### config.mk
export PLATFORM = sky130hd
export DESIGN_NAME = pattern_detect_ctrl
export DESIGN_NICKNAME = d
export VERILOG_FILES = /design/src/rtl/pdc_pkg.sv /design/src/rtl/pattern_detect_ctrl_core.sv /design/src/rtl/pattern_detect_ctrl.sv
export SDC_FILE = /design/constraint.sdc
export NUM_CORES = 1
export LEC_CHECK = 0
export CAP_MARGIN = 30
export CORE_MARGIN = 10
export CORE_UTILIZATION = 39
export CTS_BUF_LIST = sky130_fd_sc_hd__clkbuf_16
export CTS_CLUSTER_DIAMETER = 120
export CTS_CLUSTER_SIZE = 30
export DETAILED_ROUTE_END_ITERATION = 10
export PLACE_DENSITY = 0.57
export SKIP_LAST_GASP = 1
export SLEW_MARGIN = 20
export SYNTH_ARGS = -nofsm -noshare
export SYNTH_HDL_FRONTEND = slang
export SYNTH_SLANG_ARGS = --single-unit
export TNS_END_PERCENT = 30
### constraint.sdc
create_clock -name clk -period 3.2 [get_ports clk]
set_input_delay 0.96 -clock clk [delete_from_list [all_inputs] [get_ports clk]]
set_output_delay 0.96 -clock clk [all_outputs]
set_load 0.005 [all_outputs]
### src/rtl/pdc_pkg.sv
// pdc_pkg: shared definitions for the programmable pattern detector.
//   pdc_state_e : controller state encoding (binary, 2 bits)
//   EVT_*       : termination codes reported on evt_code
//   pdc_is_busy : true for the states in which the match core runs
package pdc_pkg;

  typedef enum logic [1:0] {
    ST_IDLE   = 2'd0,
    ST_FILL   = 2'd1,
    ST_HUNT   = 2'd2,
    ST_REPORT = 2'd3
  } pdc_state_e;

  localparam logic [1:0] EVT_NONE  = 2'b00;
  localparam logic [1:0] EVT_DONE  = 2'b01;
  localparam logic [1:0] EVT_TMO   = 2'b10;
  localparam logic [1:0] EVT_ABORT = 2'b11;

  function automatic logic pdc_is_busy(input pdc_state_e s);
    return (s == ST_FILL) || (s == ST_HUNT);
  endfunction

endpackage

### src/rtl/pattern_detect_ctrl_core.sv
// pattern_match_core: serial shift register, fill counter and masked compare.
// Ports:
//   clk, rstn          clock, async active-low reset
//   clr                clear shift history and fill count (start of a run)
//   en                 shift d in this cycle (d_vld while busy)
//   d                  serial data bit
//   pattern, mask      compare value and care-mask (MSB = oldest bit)
//   full_next          history holds PAT_W bits after this cycle's shift
//   match              combinational: this cycle's shift completes a match
module pattern_match_core
  import pdc_pkg::*;
#(
  parameter int PAT_W = 8
) (
  input  logic             clk,
  input  logic             rstn,
  input  logic             clr,
  input  logic             en,
  input  logic             d,
  input  logic [PAT_W-1:0] pattern,
  input  logic [PAT_W-1:0] mask,
  output logic             full_next,
  output logic             match
);

  localparam int FC_W = $clog2(PAT_W + 1);

  // Only the newest PAT_W-1 bits are stored: the oldest bit of the window
  // is shifted out on the very next shift, so it never needs to be kept.
  // The compare window is these bits plus the incoming d.
  logic [PAT_W-2:0] hist;
  logic [PAT_W-1:0] shreg_next;
  logic [FC_W-1:0]  fill_cnt;

  assign shreg_next = {hist, d};

  // Full either already, or the current shift brings in the PAT_W-th bit.
  assign full_next = (fill_cnt == FC_W'(PAT_W)) ||
                     (en && (fill_cnt == FC_W'(PAT_W - 1)));

  assign match = en && full_next && (((shreg_next ^ pattern) & mask) == '0);

  always_ff @(posedge clk or negedge rstn) begin
    if (!rstn) begin
      hist     <= '0;
      fill_cnt <= '0;
    end else if (clr) begin
      hist     <= '0;
      fill_cnt <= '0;
    end else if (en) begin
      hist <= shreg_next[PAT_W-2:0];
      if (fill_cnt != FC_W'(PAT_W)) fill_cnt <= fill_cnt + FC_W'(1);
    end
  end

endmodule

### src/rtl/pattern_detect_ctrl.sv
// pattern_detect_ctrl: controller for a run-time programmable serial
// pattern detector. Latches pattern/mask config in IDLE, runs the match
// core through FILL and HUNT, counts hits, enforces a timeout and reports
// one termination event per run on a valid/ready handshake.
// Ports:
//   clk, rstn                 clock, async active-low reset
//   cfg_wr + cfg_*            config write (IDLE only)
//   start, abort              begin run (IDLE) / cancel run (FILL, HUNT)
//   d, d_vld                  serial data stream
//   busy, hit_pulse           run active / one-cycle pulse per match
//   evt_valid/ready/code/hits termination event
//   first_hit_idx             timer value of first match (only when the
//                             PDC_FIRST_HIT_IDX_EN macro is defined)
//   dbg_state                 current controller state
// Event handshake: evt_valid rises on entry to REPORT with evt_code and
// evt_hits registered alongside; all three hold until a cycle with
// evt_valid && evt_ready, after which the controller is back in IDLE and
// evt_valid is low.
module pattern_detect_ctrl
  import pdc_pkg::*;
#(
  parameter int PAT_W = 8,
  parameter int CNT_W = 8,
  parameter int TMO_W = 16
) (
  input  logic             clk,
  input  logic             rstn,
  input  logic             cfg_wr,
  input  logic [PAT_W-1:0] cfg_pattern,
  input  logic [PAT_W-1:0] cfg_mask,
  input  logic [TMO_W-1:0] cfg_timeout,
  input  logic [CNT_W-1:0] cfg_max_hits,
  input  logic             start,
  input  logic             abort,
  input  logic             d,
  input  logic             d_vld,
  output logic             busy,
  output logic             hit_pulse,
  output logic             evt_valid,
  input  logic             evt_ready,
  output logic [1:0]       evt_code,
  output logic [CNT_W-1:0] evt_hits,
`ifdef PDC_FIRST_HIT_IDX_EN
  output logic [TMO_W-1:0] first_hit_idx,
`endif
  output pdc_state_e       dbg_state
);

  pdc_state_e       state;
  logic [PAT_W-1:0] pattern_r;
  logic [PAT_W-1:0] mask_r;
  logic [TMO_W-1:0] timeout_r;
  logic [CNT_W-1:0] max_hits_r;
  logic [TMO_W-1:0] timer;
  logic [CNT_W-1:0] hits;
  logic [CNT_W-1:0] hits_next;
  logic             core_clr;
  logic             core_en;
  logic             full_next;
  logic             match;
  logic             done_fire;
  logic             tmo_fire;

  assign busy      = pdc_is_busy(state);
  assign dbg_state = state;
  assign core_en   = d_vld & busy;
  assign core_clr  = (state == ST_IDLE) && start;

  pattern_match_core #(.PAT_W(PAT_W)) u_core (
    .clk       (clk),
    .rstn      (rstn),
    .clr       (core_clr),
    .en        (core_en),
    .d         (d),
    .pattern   (pattern_r),
    .mask      (mask_r),
    .full_next (full_next),
    .match     (match)
  );

  // Saturating hit count including this cycle's match.
  always_comb begin
    hits_next = hits;
    if (match && (hits != '1)) hits_next = hits + CNT_W'(1);
  end

  assign done_fire = match && (max_hits_r != '0) && (hits_next == max_hits_r);
  assign tmo_fire  = (timeout_r != '0) && ((timer + TMO_W'(1)) == timeout_r);

  always_ff @(posedge clk or negedge rstn) begin
    if (!rstn) begin
      state         <= ST_IDLE;
      pattern_r     <= '0;
      mask_r        <= '0;
      timeout_r     <= '0;
      max_hits_r    <= '0;
      timer         <= '0;
      hits          <= '0;
      hit_pulse     <= 1'b0;
      evt_valid     <= 1'b0;
      evt_code      <= EVT_NONE;
      evt_hits      <= '0;
`ifdef PDC_FIRST_HIT_IDX_EN
      first_hit_idx <= '0;
`endif
    end else begin
      case (state)
        ST_IDLE: begin
          hit_pulse <= 1'b0;
          if (cfg_wr) begin
            pattern_r  <= cfg_pattern;
            mask_r     <= cfg_mask;
            timeout_r  <= cfg_timeout;
            max_hits_r <= cfg_max_hits;
          end
          if (start) begin
            state <= ST_FILL;
            timer <= '0;
            hits  <= '0;
`ifdef PDC_FIRST_HIT_IDX_EN
            first_hit_idx <= '0;
`endif
          end
        end

        ST_FILL, ST_HUNT: begin
          hit_pulse <= match;
          hits      <= hits_next;
          timer     <= timer + TMO_W'(1);
`ifdef PDC_FIRST_HIT_IDX_EN
          // hits only returns to zero on start, so zero means no hit yet.
          if (match && (hits == '0)) first_hit_idx <= timer;
`endif
          if ((state == ST_FILL) && core_en && full_next) state <= ST_HUNT;

          // Termination overrides the FILL->HUNT step above.
          if (abort || done_fire || tmo_fire) begin
            state     <= ST_REPORT;
            evt_valid <= 1'b1;
            evt_hits  <= hits_next;
            if (abort)          evt_code <= EVT_ABORT;
            else if (done_fire) evt_code <= EVT_DONE;
            else                evt_code <= EVT_TMO;
          end
        end

        ST_REPORT: begin
          hit_pulse <= 1'b0;
          if (evt_ready) begin
            state     <= ST_IDLE;
            evt_valid <= 1'b0;
          end
        end

        default: state <= ST_IDLE;
      endcase
    end
  end

endmodule
==> summary.md <==
| Metric | Value |
|---|---|
| Status | `completed` |
| Hold WS | `0.507 ns` |
| Req. time, crit path | `3.44 ns` |
| Area contributors post-synth | `dfrtp_1 (42%), mux2_2 (8.8%), xor2_1 (3.7%)` |
| Setup WS pre-CTS | `-0.444 ns` |
| Die area | `18500 µm²` |
| DRT Pass-1 Iters | `4` |
| Synth Flop Type | `dfrtp_1` |
| Final WL | `13800 µm` |
| Drt first-iter violations | `263` |
| Vias in the first global route | `4326` |
| EDFF count, synth | `0` |
| Cell taking the most area after synthesis | `dfrtp_1` |
| Min Clock Period, post-route | `3.01 ns` |
| Maximum clock path buffer count | `2` |
| Gr ovfl total | `0` |
| IR drop worst, VDD | `425 µV` |
| Finished Cell Area | `6640 µm²` |
| Mean Syn Cell Area | `10.2 µm²` |
| Top-area cell type share of the netlist area | `0.424` |
| Relative slew slack | `0.663` |
| DR vias | `4238` |
| Clk_lat worst skew | `0.35 ns` |
| Hold crit path type | `primary input to async pin` |
| Dpl cell area | `6240 µm²` |
| Final setup vio count | `0` |
| Hpwl dp | `10300 µm` |
| Syn Nets | `572` |
| Gr usage total | `0.155` |
| NumNets Final | `661` |
| CTS H-tree depth | `3` |
| Root buffer cell | `clkbuf_16` |
| Post-synthesis cell type count | `73` |
| RSZ-0062 raised after global routing | `no` |
| Total CTS buffers | `9` |
| Die W | `136 µm` |
| Antenna Cells | `0` |
| Max Clock Freq | `0.332 GHz` |
| First-pass GRT wire length | `22900 µm` |
| Final Max Tran Viols | `0` |
| CTS Sinks | `89` |
| CP Data Arrival Time | `3.25 ns` |
| Post-route ant nets | `0` |
| Area of the multi-input gates | `2860 µm²` |
| Area grow syn2layout | `26.5%` |
| Io pins | `63` |
| CTS tree | `done` |
| Initial Util | `0.397` |
| Ys Warns | `0` |
| Synthesized instance count | `517` |
| Die Y | `136 µm` |
| Buffers on Ports | `62` |
| Yosys reg bits | `89` |
| Clock-pin slew on the worst setup and hold paths | `0.07 ns` |
| FFs w/ async S/R, synth | `1.00` |
| Setup WS post-layout | `0.192 ns` |
| CTS Hold Buffers Added | `0` |
| Mapped cell area | `5250 µm²` |
| Tightest Pin Transition | `0.506 ns` |
| Critical path startpoint category | `flop` |
| RD Place Congestion | `0.881` |
| Largest net degree at the start of global routing | `49` |
| Share of layout cells above drive strength 1 | `0.242` |
| Register area | `2230 µm²` |
| Clock Skew | `0.00726 ns` |
| Fill cells | `1275` |
| Power Dens Cells | `828 nW/µm²` |
| Initial antenna violation count | `0` |
| Max cap viols | `0` |
| Site Rows | `42` |
| Drc violations | `0` |
| Final period util | `0.940` |
| Final hold vios | `0` |
| Post-DR wirelength/cell | `17.5 µm` |
| Core area | `13200 µm²` |
| Sequential element share of the synthesized area | `0.424` |
| Worst Setup End Kind | `flop` |
| Crit path max fanout | `10` |
| Static leakage | `2.81 nW` |
| Critical path type | `flop to flop` |
| DR vias/cell | `5.39` |
-- cell type report --
| class | count | share of cell area |
|---|---|---|
| Inverter | 8 | 0.00452 |
| Clock inverter | 7 | 0.0122 |
| Multi-Input combinational cell | 389 | 0.430 |
| Clock buffer | 9 | 0.0339 |
| Sequential cell | 89 | 0.335 |
| Tap cell | 176 | 0.0331 |
| Timing Repair Buffer | 109 | 0.151 |
-- what timing repair did --
action / 4_1_cts / 5_1_grt
pin swaps: 1 / 6
resized for setup: 4 / 9
buffers inserted: 1 / 3
setup endpoints to repair: 6 / 12
-- layout by cell type (no fill, tap or decap), drive strengths merged, types with 3 or more instances in the layout --
cell type	n
a211oi	4
a21o	3
a21oi	26
a22o	4
a22oi	6
a31oi	4
and2	8
and2b	3
and3	12
and4	5
buf	48
clkbuf	9
clkdlybuf4s50	59
clkinv	4
dfrtp	89
ha	7
inv	9
mux2	46
nand2	50
nand2b	7
nand3	17
nand4	13
nor2	30
nor2b	3
nor3	9
nor4	11
o2111ai	3
o21ai	36
o31ai	10
xnor2	19
xor2	22
-- critical path: stages, from the launching register on --
cell       delay [ns]
dfrtp_1          0.49
nand4_1          0.24
nor2_1           0.30
nand4_1          0.18
a221oi_1         0.49
o2111ai_2        0.19
nor4b_2          0.29
a21bo_2          0.23
mux2_1           0.33
a22o_1           0.17
-- flip-flops by register name, indices dropped and copies added, names as in the netlist --
| signal | flops |
|---|---|
| dbg_state | 2 |
| evt_code | 2 |
| timeout_r | 16 |
| mask_r | 8 |
| evt_valid | 1 |
| u_core.fill_cnt | 4 |
| max_hits_r | 8 |
| hits | 8 |
| u_core.hist | 7 |
| hit_pulse | 1 |
| pattern_r | 8 |
| evt_hits | 8 |
| timer | 16 |
-- Yosys cell counts (all sizes together) (9+ instances only) --
cell and count:
nor4 11, and3 12, clkbuf 18, nand4 13, xnor2 19, o21ai 36, nand3 17, xor2 22
a21oi 26, dfrtp 89, nand2 50, o31ai 10, nor3 9, buf 13, mux2 46, nor2 30
-- worst paths after layout --
check                                      start                         to  slack [ns]  cells past startpoint
min reg2reg                timer[15]$_DFFE_PN0P_      timer[15]$_DFFE_PN0P_        0.52                      1
max reg2reg                  hits[2]$_DFFE_PN0P_      evt_valid$_DFFE_PN0P_        0.19                      9
min                                         rstn  max_hits_r[1]$_DFFE_PN0P_        0.51                      1
max                          hits[2]$_DFFE_PN0P_      evt_valid$_DFFE_PN0P_        0.19                      9
max in group asynchronous                   rstn   timeout_r[4]$_DFFE_PN0P_        2.11                      2
min in group clk           timer[15]$_DFFE_PN0P_      timer[15]$_DFFE_PN0P_        0.52                      1
-- through the flow --
stage	power, mW	setup TNS (ns)	util	instances
after detailed placement	4.39	-4.48	0.472	767
after global routing	5.94	0	0.502	787
after global placement	4.34	-4.04	0.472	767
after floorplan	3.56	0	-	517
final	5.50	0	0.502	787
after CTS	5.52	0	0.498	784
-- metal layers --
metal,track usage,wire (µm),vias to the layer above
li1,-,-,2055
met1,0.207,6670,2087
met2,0.239,6290,84
met3,0.0428,672,12
met4,0.0438,143,0
met5,0,0,-
-- logic make-up after synthesis --
logic type	count (synthesis)	synth area share
muxes	48	0.105
DFF	89	0.424
buffers and inverters	39	0.0405
xor gates and xnor gates	42	0.0727
adders and majority gates	7	0.0167
AOI/OAI and AO/OA	115	0.151
and+or+nand+nor	177	0.190
-- where the power goes --
group	leakage, nW	internal, mW	switching (mW)	total, mW
clock	0.149	0.613	0.477	1.09
sequential	1.12	1.53	0.416	1.94
combinational	1.54	1.18	1.29	2.47
No activity file was read; power rests on OpenSTA's default activity.
